[src/rtl/pc_sequencer_pkg.sv]
// pc_sequencer_pkg: shared encodings and default vectors for the PC sequencer
package pc_sequencer_pkg;
  typedef enum logic [1:0] {PC_SEQ = 2'b00, PC_BR = 2'b01, PC_J = 2'b10, PC_JR = 2'b11} pc_src_e;
  typedef enum logic {ST_RUN = 1'b0, ST_HALT = 1'b1} state_e;
  localparam logic [31:0] DEF_RESET_PC   = 32'h0000_0000;
  localparam logic [31:0] DEF_EXC_VECTOR = 32'h0000_0080;
endpackage

[src/rtl/pc_target_mux.sv]
// pc_target_mux: next-PC source selection, aligned target and misalignment flag
module pc_target_mux
  import pc_sequencer_pkg::*;
#(
  parameter int WIDTH      = 32,
  parameter int ALIGN_BITS = 2,
  parameter int JBITS      = 26
) (
  input  logic [WIDTH-1:0] i_pc,
  input  logic [1:0]       i_pc_src,
  input  logic [WIDTH-1:0] i_imm_ext,
  input  logic [JBITS-1:0] i_jaddr,
  input  logic [WIDTH-1:0] i_rs_data,
  output logic [WIDTH-1:0] o_pc4,
  output logic [WIDTH-1:0] o_target,
  output logic             o_misalign
);
  localparam logic [WIDTH-1:0] INC = WIDTH'(1) << ALIGN_BITS;
  logic [WIDTH-1:0] w_raw;
  assign o_pc4 = i_pc + INC;
  // Jumps keep the region bits of PC4 above the jump field.
  assign w_raw = i_pc_src == PC_SEQ ? o_pc4 :
                 i_pc_src == PC_BR  ? o_pc4 + (i_imm_ext << ALIGN_BITS) :
                 i_pc_src == PC_J   ? {o_pc4[WIDTH-1:JBITS+ALIGN_BITS], i_jaddr, {ALIGN_BITS{1'b0}}} :
                                      i_rs_data;
  assign o_target   = {w_raw[WIDTH-1:ALIGN_BITS], {ALIGN_BITS{1'b0}}};
  assign o_misalign = |w_raw[ALIGN_BITS-1:0];
endmodule

[src/rtl/pc_sequencer.sv]
// pc_sequencer: registered PC with branch/jump selection, exception redirect
// with EPC capture, halt/resume control and misaligned-target pulse.
module pc_sequencer
  import pc_sequencer_pkg::*;
#(
  parameter int              WIDTH      = 32,
  parameter int              ALIGN_BITS = 2,
  parameter int              JBITS      = 26,
  parameter logic [WIDTH-1:0] RESET_PC   = WIDTH'(DEF_RESET_PC),
  parameter logic [WIDTH-1:0] EXC_VECTOR = WIDTH'(DEF_EXC_VECTOR)
) (
  input  logic             CLK,
  input  logic             Reset,
  input  logic             PCWre,
  input  logic [1:0]       PCSrc,
  input  logic [WIDTH-1:0] imm_ext,
  input  logic [JBITS-1:0] jaddr,
  input  logic [WIDTH-1:0] rs_data,
  input  logic             exc,
  input  logic             halt_req,
  input  logic             resume,
  output logic [WIDTH-1:0] PC,
  output logic [WIDTH-1:0] PC4,
  output logic [WIDTH-1:0] EPC,
  output logic             halted,
  output logic             misalign
);
  logic [WIDTH-1:0] r_pc, r_epc, w_target;
  logic             r_misalign, w_misalign;
  state_e           r_state;

  pc_target_mux #(.WIDTH(WIDTH), .ALIGN_BITS(ALIGN_BITS), .JBITS(JBITS)) u_mux (
    .i_pc(r_pc), .i_pc_src(PCSrc), .i_imm_ext(imm_ext), .i_jaddr(jaddr),
    .i_rs_data(rs_data), .o_pc4(PC4), .o_target(w_target), .o_misalign(w_misalign)
  );

  // In RUN: exception beats halt request beats PC write.
  always_ff @(posedge CLK) begin
    if (Reset) begin
      r_pc       <= RESET_PC;
      r_epc      <= '0;
      r_state    <= ST_RUN;
      r_misalign <= 1'b0;
    end else begin
      r_misalign <= 1'b0;
      if (r_state == ST_RUN) begin
        if (exc) begin
          r_epc <= r_pc;
          r_pc  <= EXC_VECTOR;
        end else if (halt_req) begin
          r_state <= ST_HALT;
        end else if (PCWre) begin
          r_pc       <= w_target;
          r_misalign <= w_misalign;
        end
      end else if (resume && !halt_req) begin
        r_state <= ST_RUN;
      end
    end
  end

  assign PC       = r_pc;
  assign EPC      = r_epc;
  assign halted   = r_state == ST_HALT;
  assign misalign = r_misalign;
endmodule

[config.mk]
export PLATFORM = sky130hd
export DESIGN_NAME = pc_sequencer
export DESIGN_NICKNAME = d
export VERILOG_FILES = /design/src/rtl/pc_sequencer_pkg.sv /design/src/rtl/pc_target_mux.sv /design/src/rtl/pc_sequencer.sv
export SDC_FILE = /design/constraint.sdc
export NUM_CORES = 1
export LEC_CHECK = 0
export BUFFER_PORTS_ARGS = -buffer_cell sky130_fd_sc_hd__buf_4
export CAP_MARGIN = 20
export CORE_ASPECT_RATIO = 0.75
export CORE_UTILIZATION = 30
export DETAILED_ROUTE_END_ITERATION = 6
export GPL_TIMING_DRIVEN = 0
export SLEW_MARGIN = 10
export SYNTH_ARGS = -nofsm -noshare
export SYNTH_HDL_FRONTEND = slang
export SYNTH_SLANG_ARGS = --single-unit
export TNS_END_PERCENT = 50
[constraint.sdc]
create_clock -name CLK -period 3.9 [get_ports CLK]
set_input_delay 0.585 -clock CLK [delete_from_list [all_inputs] [get_ports CLK]]
set_output_delay 0.585 -clock CLK [all_outputs]
set_load 0.02 [all_outputs]
==> flow_summary.yaml, run 1 <==
power_and_ir_drop:
  cellLeakagePower_nw: 3.38
  total_power_mw: 2.05
  p_clk_share_pct: 43.2
  seqPwrFrac_pct: 32.6
  net-switching-power_mw: 0.597
  p_per_area_nw_per_um2: 274
  swShare_pct: 29.2
  p_comb_share_pct: 24.2
  p_int_mw: 1.45
  vdd_drop_max_mv: 0.218
detailed_routing:
  drtIter0Drc: 374
  drt_wl_total_mm: 20.0
  drcViolationCount: 0
  antenna_left: 0
  wl_per_cell_um: 18.9
  dr_total_vias: 5463
  via_per_inst: 5.18
  drt-pass1-iter-count: 5
logic_synthesis:
  synth-main-ff-cell: "dfxtp_1"
  synthDistinctLibCells: 69
  synth_top_area_share_pct: 24.9
  yosysMostFrequentCell: "nand2_1"
  synth_top_family_by_area: "compound AO/OA/AOI/OAI gates"
  synth_commonest_cells: "112 x nand2_1, 62 x dfxtp_1, 59 x a21oi_1, 41 x nor2_1, 36 x ha_1"
  ys_warn_count: 0
  yosys.area.top_type: "dfxtp_1"
  async_reset_ff_share_pct: 0
  synthSimpleGateAreaFrac_pct: 20.2
  synth_cells: 617
  synth_xor_xnor_area_share_pct: 8.60
  synthesis.area_um2: 4990
  synth_compound_area_share_pct: 22.0
  synthMuxAreaShare_pct: 10.2
  avgSynthCellArea_um2: 8.09
  yosysSeqAreaShare_pct: 24.9
  synth_area_leaders: "dfxtp_1 25%, ha_1 9.0%, nand2_1 8.4%"
  synthAdderAreaFrac_pct: 9.43
  synth-edff-count: 0
  synth_seq_cells: 62
critical_path:
  worstPathMaxFanout: 5
  startpoint: "PC[4]$_SDFFE_PP0P_"
  endpoint_kind: "register"
  start_kind: "register"
  required_ns: 4.12
  cp.arrival_ns: 4.18
  crit_type: "reg2reg"
  reg2reg_from: "PC[4]$_SDFFE_PP0P_"
outcome:
  outcome: "finished with violations"
  violations: "negative setup slack"
place:
  place_congestion: 0.921
  numPortBuffers: 186
  postPlaceCellArea_um2: 6680
  dp_hpwl_mm: 15.5
floorplanning:
  io_pins: 196
  fp.dieW_um: 151
  initial_core_util_pct: 31.0
  fp.dieH_um: 114
  dieArea_um2: 17200
  core_um2: 16100
  placementRows: 40
timing:
  hold_ws_ns: 0.453
  skew_ns: 0.00743
  fin_tns_setup_ns: -0.0537
  drv_slew: 0
  max-slew-margin-rel_pct: 32.8
  tightest_slew_ns: 1.00
  final_hold_viol_count: 0
  fin_ws_ns: -0.0537
  rsz0062_at_grt: "true"
  setup_viol: 1
  finalCritPeriodShare_pct: 101
  timing.fmax_mhz: 253
  fin_crit_ns: 3.95
clock_tree:
  clk_latency_ns: 0.33
  clockRootBuffer: "clkbuf_16"
  cts.clk_slew.worst_paths_ns: 0.06
  numCtsBuffers: 9
  clk_path_buf_depth: 2
  numClockSinks: 62
  tritoncts: "built"
  h-tree-depth: 3
global_route:
  overflow: 0
  antenna_found_initial: 0
  grt_max_degree: 12
  grt_usage_pct: 22.9
  grt_pass1_vias: 5073
  grt_pass1_wl_mm: 29.6
cells_and_area:
  fillers: 1673
  diodes: 0
  drive_gt1_share_pct: 37.2
  fin_nets: 975
  syn2layout_area_growth_pct: 49.7
  design_area_um2: 7470
  final_util_pct: 46.3
job:
  drv_cap: 0
min_path:
  hp-class: "reg2reg"
  hold_start: "EPC[13]$_SDFFE_PP0P_"
## cell families after synthesis
logic type	count (synthesis)
AO/OA/AOI/OAI	164
XOR/XNOR	49
adder cells (fa/ha/maj)	37
buffers and inverters	52
flip-flops	62
multiplexers	28
other	1
AND/OR/NAND/NOR	224
## per-layer routing
metal	track usage [%]	vias to the layer above	share of wire, %
li1	-	2666	-
met1	35.6	2583	50
met2	33.7	206	43
met3	3.12	8	6.6
met4	3.33	0	0.51
met5	0	-	0
## sequential cells by signal, summed over array words and instances, names as in the netlist
register	flops
halted	1
EPC	30
misalign	1
PC	30
## cell usage in the layout, fill, tap and decap left out, types with 8 or more instances in the layout
| master | synthesis | layout |
|---|---|---|
| buf_4 | 6 | 212 |
| mux4_2 | 18 | 18 |
| nand2_1 | 112 | 111 |
| a22oi_1 | 9 | 9 |
| ha_1 | 36 | 29 |
| mux2i_1 | 8 | 8 |
| clkbuf_1 | 22 | 21 |
| nor2_1 | 41 | 37 |
| clkbuf_16 | 0 | 9 |
| inv_1 | 15 | 15 |
| dfxtp_1 | 62 | 52 |
| nand3_1 | 20 | 18 |
| a21o_1 | 13 | 13 |
| o21ai_0 | 11 | 11 |
| a21oi_1 | 59 | 55 |
| a22o_1 | 12 | 12 |
| xor2_1 | 23 | 18 |
| xnor2_1 | 26 | 18 |
| o21ai_1 | 14 | 12 |
| nor3_1 | 8 | 8 |
## stage by stage
stage / cells / worst slack (ns)
after detailed placement: 1018 / -0.363
final: 1055 / -0.0537
after global routing: 1055 / -0.201
after global placement: 1018 / -0.350
after floorplan: 622 / -0.0454
after CTS: 1035 / -0.0344
## power by group through the flow
stage,clock [mW],sequential (mW),combinational (mW)
after CTS,0.889,0.668,0.470
after global routing,0.916,0.670,0.534
final,0.884,0.668,0.495
after floorplan,0,0.690,0.257
after detailed placement,0,0.681,0.466
after global placement,0,0.680,0.463
## critical path, stage by stage, from the launching register on
cell and delay [ns]:
dfxtp_2 0.33, buf_6 0.11, nand4_1 0.24, nor4_4 0.46, nand2b_1 0.14, inv_1 0.09
nand2_1 0.13, xnor2_4 0.31, ha_4 0.27, and2_1 0.16, a221oi_2 0.32, o21ai_2 0.14
nor3_1 0.19, a21oi_1 0.11, xor2_1 0.16, mux4_2 0.47, a22o_1 0.21
## layout make-up
type                    count  area (um^2)  area share [%]
multi-input cells         508         3810            51.1
repair buffers            208         1580            21.1
flip-flops and latches     62         1260            16.9
well taps                 210          263            3.52
clock buffers              10          239            3.20
plain buffers              34          165            2.21
clock inverters             6         85.1            1.14
inverters                  17         63.8           0.854
## what timing repair did
action,in CTS,in global routing
gates cloned,0,0
pin swaps,2,15
hold buffers,0,0
setup buffers,1,19
endpoints found under the setup margin,11,11
gates resized for setup,23,37
## path summary, 6_finish.rpt
kind / end / slack, ns / cells after the start
max: PC[24]$_SDFFE_PP0P_ / -0.05 / 16
min: EPC[13]$_SDFFE_PP0P_ / 0.45 / 2
max reg2reg: PC[24]$_SDFFE_PP0P_ / -0.05 / 16
min reg2reg: EPC[13]$_SDFFE_PP0P_ / 0.45 / 2
No activity file was read; power rests on OpenSTA's default activity.
==> inputs of run 2 (changes only) <==
==> constraint.sdc (replaced) <==
create_clock -name CLK -period 3.9 [get_ports CLK]
set_input_delay 0 -clock CLK [delete_from_list [all_inputs] [get_ports CLK]]
set_output_delay 0 -clock CLK [all_outputs]
set_load 0.02 [all_outputs]
==> flow_summary.yaml, run 2 (synthesis gave the netlist of run 1 again) <==
power_and_ir_drop:
  seqPwrFrac_pct: 32.5
  p_int_mw: 1.45
  p_comb_share_pct: 24.3
  swShare_pct: 29.3
  cellLeakagePower_nw: 3.41
  vdd_drop_max_mv: 0.219
  p_per_area_nw_per_um2: 273
  net-switching-power_mw: 0.602
  p_clk_share_pct: 43.2
clock_tree:
  tritoncts: "built"
  numClockSinks: 62
  numCtsBuffers: 9
  clk_path_buf_depth: 2
  clk_latency_ns: 0.33
  cts.clk_slew.worst_paths_ns: 0.06
  h-tree-depth: 3
  clockRootBuffer: "clkbuf_16"
timing:
  setup_viol: 1
  fin_ws_ns: -0.0320
  rsz0062_at_grt: "true"
  hold_ws_ns: 0.0271
  final_hold_viol_count: 0
  drv_slew: 0
  skew_ns: 0.00883
  finalCritPeriodShare_pct: 101
  fin_crit_ns: 3.93
  max-slew-margin-rel_pct: 34.0
  timing.fmax_mhz: 254
  tightest_slew_ns: 0.982
critical_path:
  crit_type: "reg2reg"
  cp.buffers_inverters: 2
  worstPathMaxFanout: 5
  cp.arrival_ns: 4.16
  slowest_stage: "mux4_2"
  crit_path_max_incr_delay_ns: 0.47
  crit_chain: "buf_6 > nand4_1 > nor4_4 > nand2b_1 > inv_1 > nand2_1 > xnor2_4 > ha_4 > and2_1 > a221oi_2 > o21ai_2 > nor3_1 > a21oi_1 > xor2_1 > mux4_2 > a22o_1"
  required_ns: 4.13
  endpoint_kind: "register"
  path_delay_family: "simple AND/OR/NAND/NOR gates"
  start_kind: "register"
detailed_routing:
  via_per_inst: 5.18
  drt_wl_total_mm: 20.0
  drtIter0Drc: 420
  wl_per_cell_um: 18.9
  drt-pass1-iter-count: 5
  drcViolationCount: 0
  dr_total_vias: 5488
  antenna_left: 0
cells_and_area:
  final_util_pct: 46.7
  syn2layout_area_growth_pct: 50.7
  drive_gt1_share_pct: 36.9
  final_common_cell: "buf_4"
  layout_common_cells: "212 x buf_4, 111 x nand2_1, 55 x a21oi_1"
  fin_nets: 980
  diodes: 0
global_route:
  overflow: 0
  grt_max_degree: 12
  antenna_found_initial: 0
  grt_usage_pct: 23.0
  grt_pass1_wl_mm: 29.7
  grt_pass1_vias: 5091
floorplanning:
  placementRows: 40
  core_um2: 16100
  initial_core_util_pct: 31.0
  io_pins: 196
  fp.dieW_um: 151
  fp.dieH_um: 114
  dieArea_um2: 17200
place:
  dp_hpwl_mm: 15.5
  numPortBuffers: 186
  place_congestion: 0.921
job:
  drv_cap: 0
outcome:
  outcome: "finished with violations"
  violations: "negative setup slack"
min_path:
  hp-class: "in2reg"
run 2: cell count changes in the layout (fill, tap and decap cells not counted):
cell,change
dlygate4sd3_1,+5
run 2: area by class of cell:
type | instances | area (um^2)
Clock buffer | 10 | 239
Sequential cell | 62 | 1260
Buffer | 34 | 165
Clock inverter | 6 | 85.1
Timing Repair Buffer | 213 | 1630
Inverter | 17 | 63.8
Fill cell | 1667 | 8600
Tap cell | 210 | 263
Multi-Input combinational cell | 508 | 3810
run 2: power groups by stage:
stage	clock network [mW]	logic, mW	registers (mW)
2_1_floorplan	0	0.257	0.690
3_3_place_gp	0	0.463	0.680
3_5_place_dp	0	0.466	0.681
4_1_cts	0.889	0.473	0.668
5_1_grt	0.916	0.538	0.670
6_report	0.888	0.499	0.668
run 2: what timing repair did:
item,4_1_cts,5_1_grt
endpoints found under the setup margin,11,11
pin swaps,2,15
hold buffers,5,0
gates resized for setup,23,37
endpoints found under the hold margin,3,0
setup buffers,1,19
run 2: final timing paths:
kind,from,cells past startpoint,slack (ns),to
setup reg to reg,PC[4]$_SDFFE_PP0P_,16,-0.03,PC[24]$_SDFFE_PP0P_
hold / removal,imm_ext[29],3,0.03,PC[31]$_SDFFE_PP0P_
hold reg to reg,EPC[13]$_SDFFE_PP0P_,2,0.45,EPC[13]$_SDFFE_PP0P_
setup / recovery,PC[4]$_SDFFE_PP0P_,16,-0.03,PC[24]$_SDFFE_PP0P_
run 2: per-layer routing:
metal / up-vias / track usage [%] / part of all wire [%]
met3: 11 / 3.12 / 6.6
met2: 212 / 33.8 / 43
met4: 0 / 3.33 / 0.58
met1: 2592 / 35.6 / 50
met5: - / 0 / 0
li1: 2673 / - / -
run 2: worst min-delay path, stage by stage:
cell	delay [ns]
buf_4	0.08
xor2_1	0.08
a31oi_1	0.15
run 2: stage by stage:
step                instance area [um^2]  setup WS, ns  setup TNS, ns  cells  power, mW
floorplan                           5020       -0.0454        -0.0454    622      0.947
finish                              7520       -0.0320        -0.0320   1060       2.06
detailed placement                  6680        -0.363          -1.53   1018       1.15
CTS                                 7170       -0.0344        -0.0391   1040       2.03
global route                        7520        -0.193         -0.340   1060       2.12
global placement                    6680        -0.350          -1.43   1018       1.14
==> inputs of run 3 (changes only) <==
Settings changed: CTS_CLUSTER_SIZE from default to 40, PLACE_DENSITY from default to 0.54.
==> flow_summary.yaml, run 3 (synthesis gave the netlist of run 1 again) <==
detailed_routing:
  dr_total_vias: 5505
  via_per_inst: 5.23
  drtIter0Drc: 335
  wl_per_cell_um: 18.5
  drcViolationCount: 0
  drt-pass1-iter-count: 6
  drt_wl_total_mm: 19.5
  antenna_left: 0
clock_tree:
  clockRootBuffer: "clkbuf_16"
  clk_latency_ns: 0.33
  h-tree-depth: 3
  clk_path_buf_depth: 2
  cts.clk_slew.worst_paths_ns: 0.05
  numCtsBuffers: 9
  numClockSinks: 62
  tritoncts: "built"
floorplanning:
  initial_core_util_pct: 31.0
  dieArea_um2: 17200
  fp.dieW_um: 151
  placementRows: 40
  core_um2: 16100
  io_pins: 196
  fp.dieH_um: 114
global_route:
  overflow: 0
  grt_pass1_vias: 5110
  antenna_found_initial: 0
  grt_max_degree: 11
  grt_usage_pct: 22.2
  grt_pass1_wl_mm: 28.5
power_and_ir_drop:
  total_power_mw: 1.94
  p_per_area_nw_per_um2: 262
  vdd_drop_max_mv: 0.210
  cellLeakagePower_nw: 3.36
critical_path:
  start_kind: "register"
  worstPathMaxFanout: 7
  required_ns: 4.12
  endpoint_kind: "register"
  crit_type: "reg2reg"
  cp.arrival_ns: 4.07
place:
  numPortBuffers: 186
  postPlaceCellArea_um2: 6680
  place_congestion: 0.854
  dp_hpwl_mm: 15.7
timing:
  final_hold_viol_count: 0
  fin_crit_ns: 3.85
  hold_ws_ns: 0.0310
  rsz0062_at_grt: "true"
  max-slew-margin-rel_pct: 29.8
  timing.fmax_mhz: 260
  finalCritPeriodShare_pct: 98.8
  fin_tns_setup_ns: 0
  drv_slew: 0
  setup_viol: 0
  skew_ns: 0.00977
  tightest_slew_ns: 1.05
outcome:
  outcome: "completed"
cells_and_area:
  design_area_um2: 7390
  fillers: 1650
  final_common_cell: "buf_4"
  diodes: 0
  fin_nets: 974
  syn2layout_area_growth_pct: 48.2
  layout_common_cells: "208 x buf_4, 111 x nand2_1, 55 x a21oi_1"
  drive_gt1_share_pct: 36.8
min_path:
  hp-class: "in2reg"
job:
  drv_cap: 0
run 3: path summary, 6_finish.rpt:
path                         from  depth (start not counted)  slack [ns]                   end
max            PC[2]$_SDFFE_PP0P_                         15        0.05   PC[24]$_SDFFE_PP0P_
min                        resume                          4        0.03     halted$_SDFF_PP0_
max reg2reg    PC[2]$_SDFFE_PP0P_                         15        0.05   PC[24]$_SDFFE_PP0P_
min reg2reg  EPC[21]$_SDFFE_PP0P_                          2        0.45  EPC[21]$_SDFFE_PP0P_
run 3: stage by stage:
step / setup WS (ns) / instances / utilization, %
after floorplan: -0.0454 / 622 / -
after global placement: -0.383 / 1018 / 41.5
after detailed placement: -0.393 / 1018 / 41.5
after CTS: -0.0275 / 1039 / 44.2
after global routing: -0.160 / 1053 / 45.9
final: 0.0470 / 1053 / 45.9
run 3: power by group:
part / internal [mW] / leakage, nW / switching (mW)
logic: 0.225 / 2.71 / 0.258
clock network: 0.506 / 0.141 / 0.279
registers: 0.646 / 0.509 / 0.0233
run 3: layout make-up:
| type | count | area, um^2 | share of cell area (%) |
|---|---|---|---|
| Tap cell | 210 | 263 | 3.55 |
| Clock buffer | 11 | 243 | 3.28 |
| Sequential cell | 62 | 1270 | 17.2 |
| Clock inverter | 4 | 47.5 | 0.643 |
| Multi-Input combinational cell | 508 | 3780 | 51.1 |
| Buffer | 35 | 170 | 2.30 |
| Inverter | 17 | 63.8 | 0.863 |
| Timing Repair Buffer | 206 | 1560 | 21.1 |
run 3: what timing repair did:
action | in CTS | in global routing
setup endpoints to repair | 12 | 14
gates resized for setup | 21 | 44
hold buffers | 4 | 0
setup buffers | 2 | 14
hold endpoints to repair | 3 | 0
pin swaps | 2 | 13
run 3: routing by layer:
metal / share of wire, % / wire (um) / GRT usage (%) / vias to the layer above
met1: 49 / 9510 / 33.3 / 2621
met4: 0.33 / 65 / 2.33 / 0
met5: 0 / 0 / 0 / -
met2: 44 / 8550 / 33.6 / 210
li1: - / - / - / 2667
met3: 7.0 / 1370 / 4.20 / 7
run 3: worst max-delay path, cell delays in order, from the launching register on:
cell	delay [ns]
dfxtp_4	0.40
nand4_1	0.11
buf_4	0.17
nor4_4	0.37
nand4_1	0.22
xnor2_2	0.40
ha_1	0.33
nand2_1	0.10
o21ai_2	0.08
a221oi_2	0.33
o21ai_2	0.13
nor3_2	0.20
a21oi_2	0.07
xor2_1	0.16
mux4_2	0.47
a22o_1	0.20
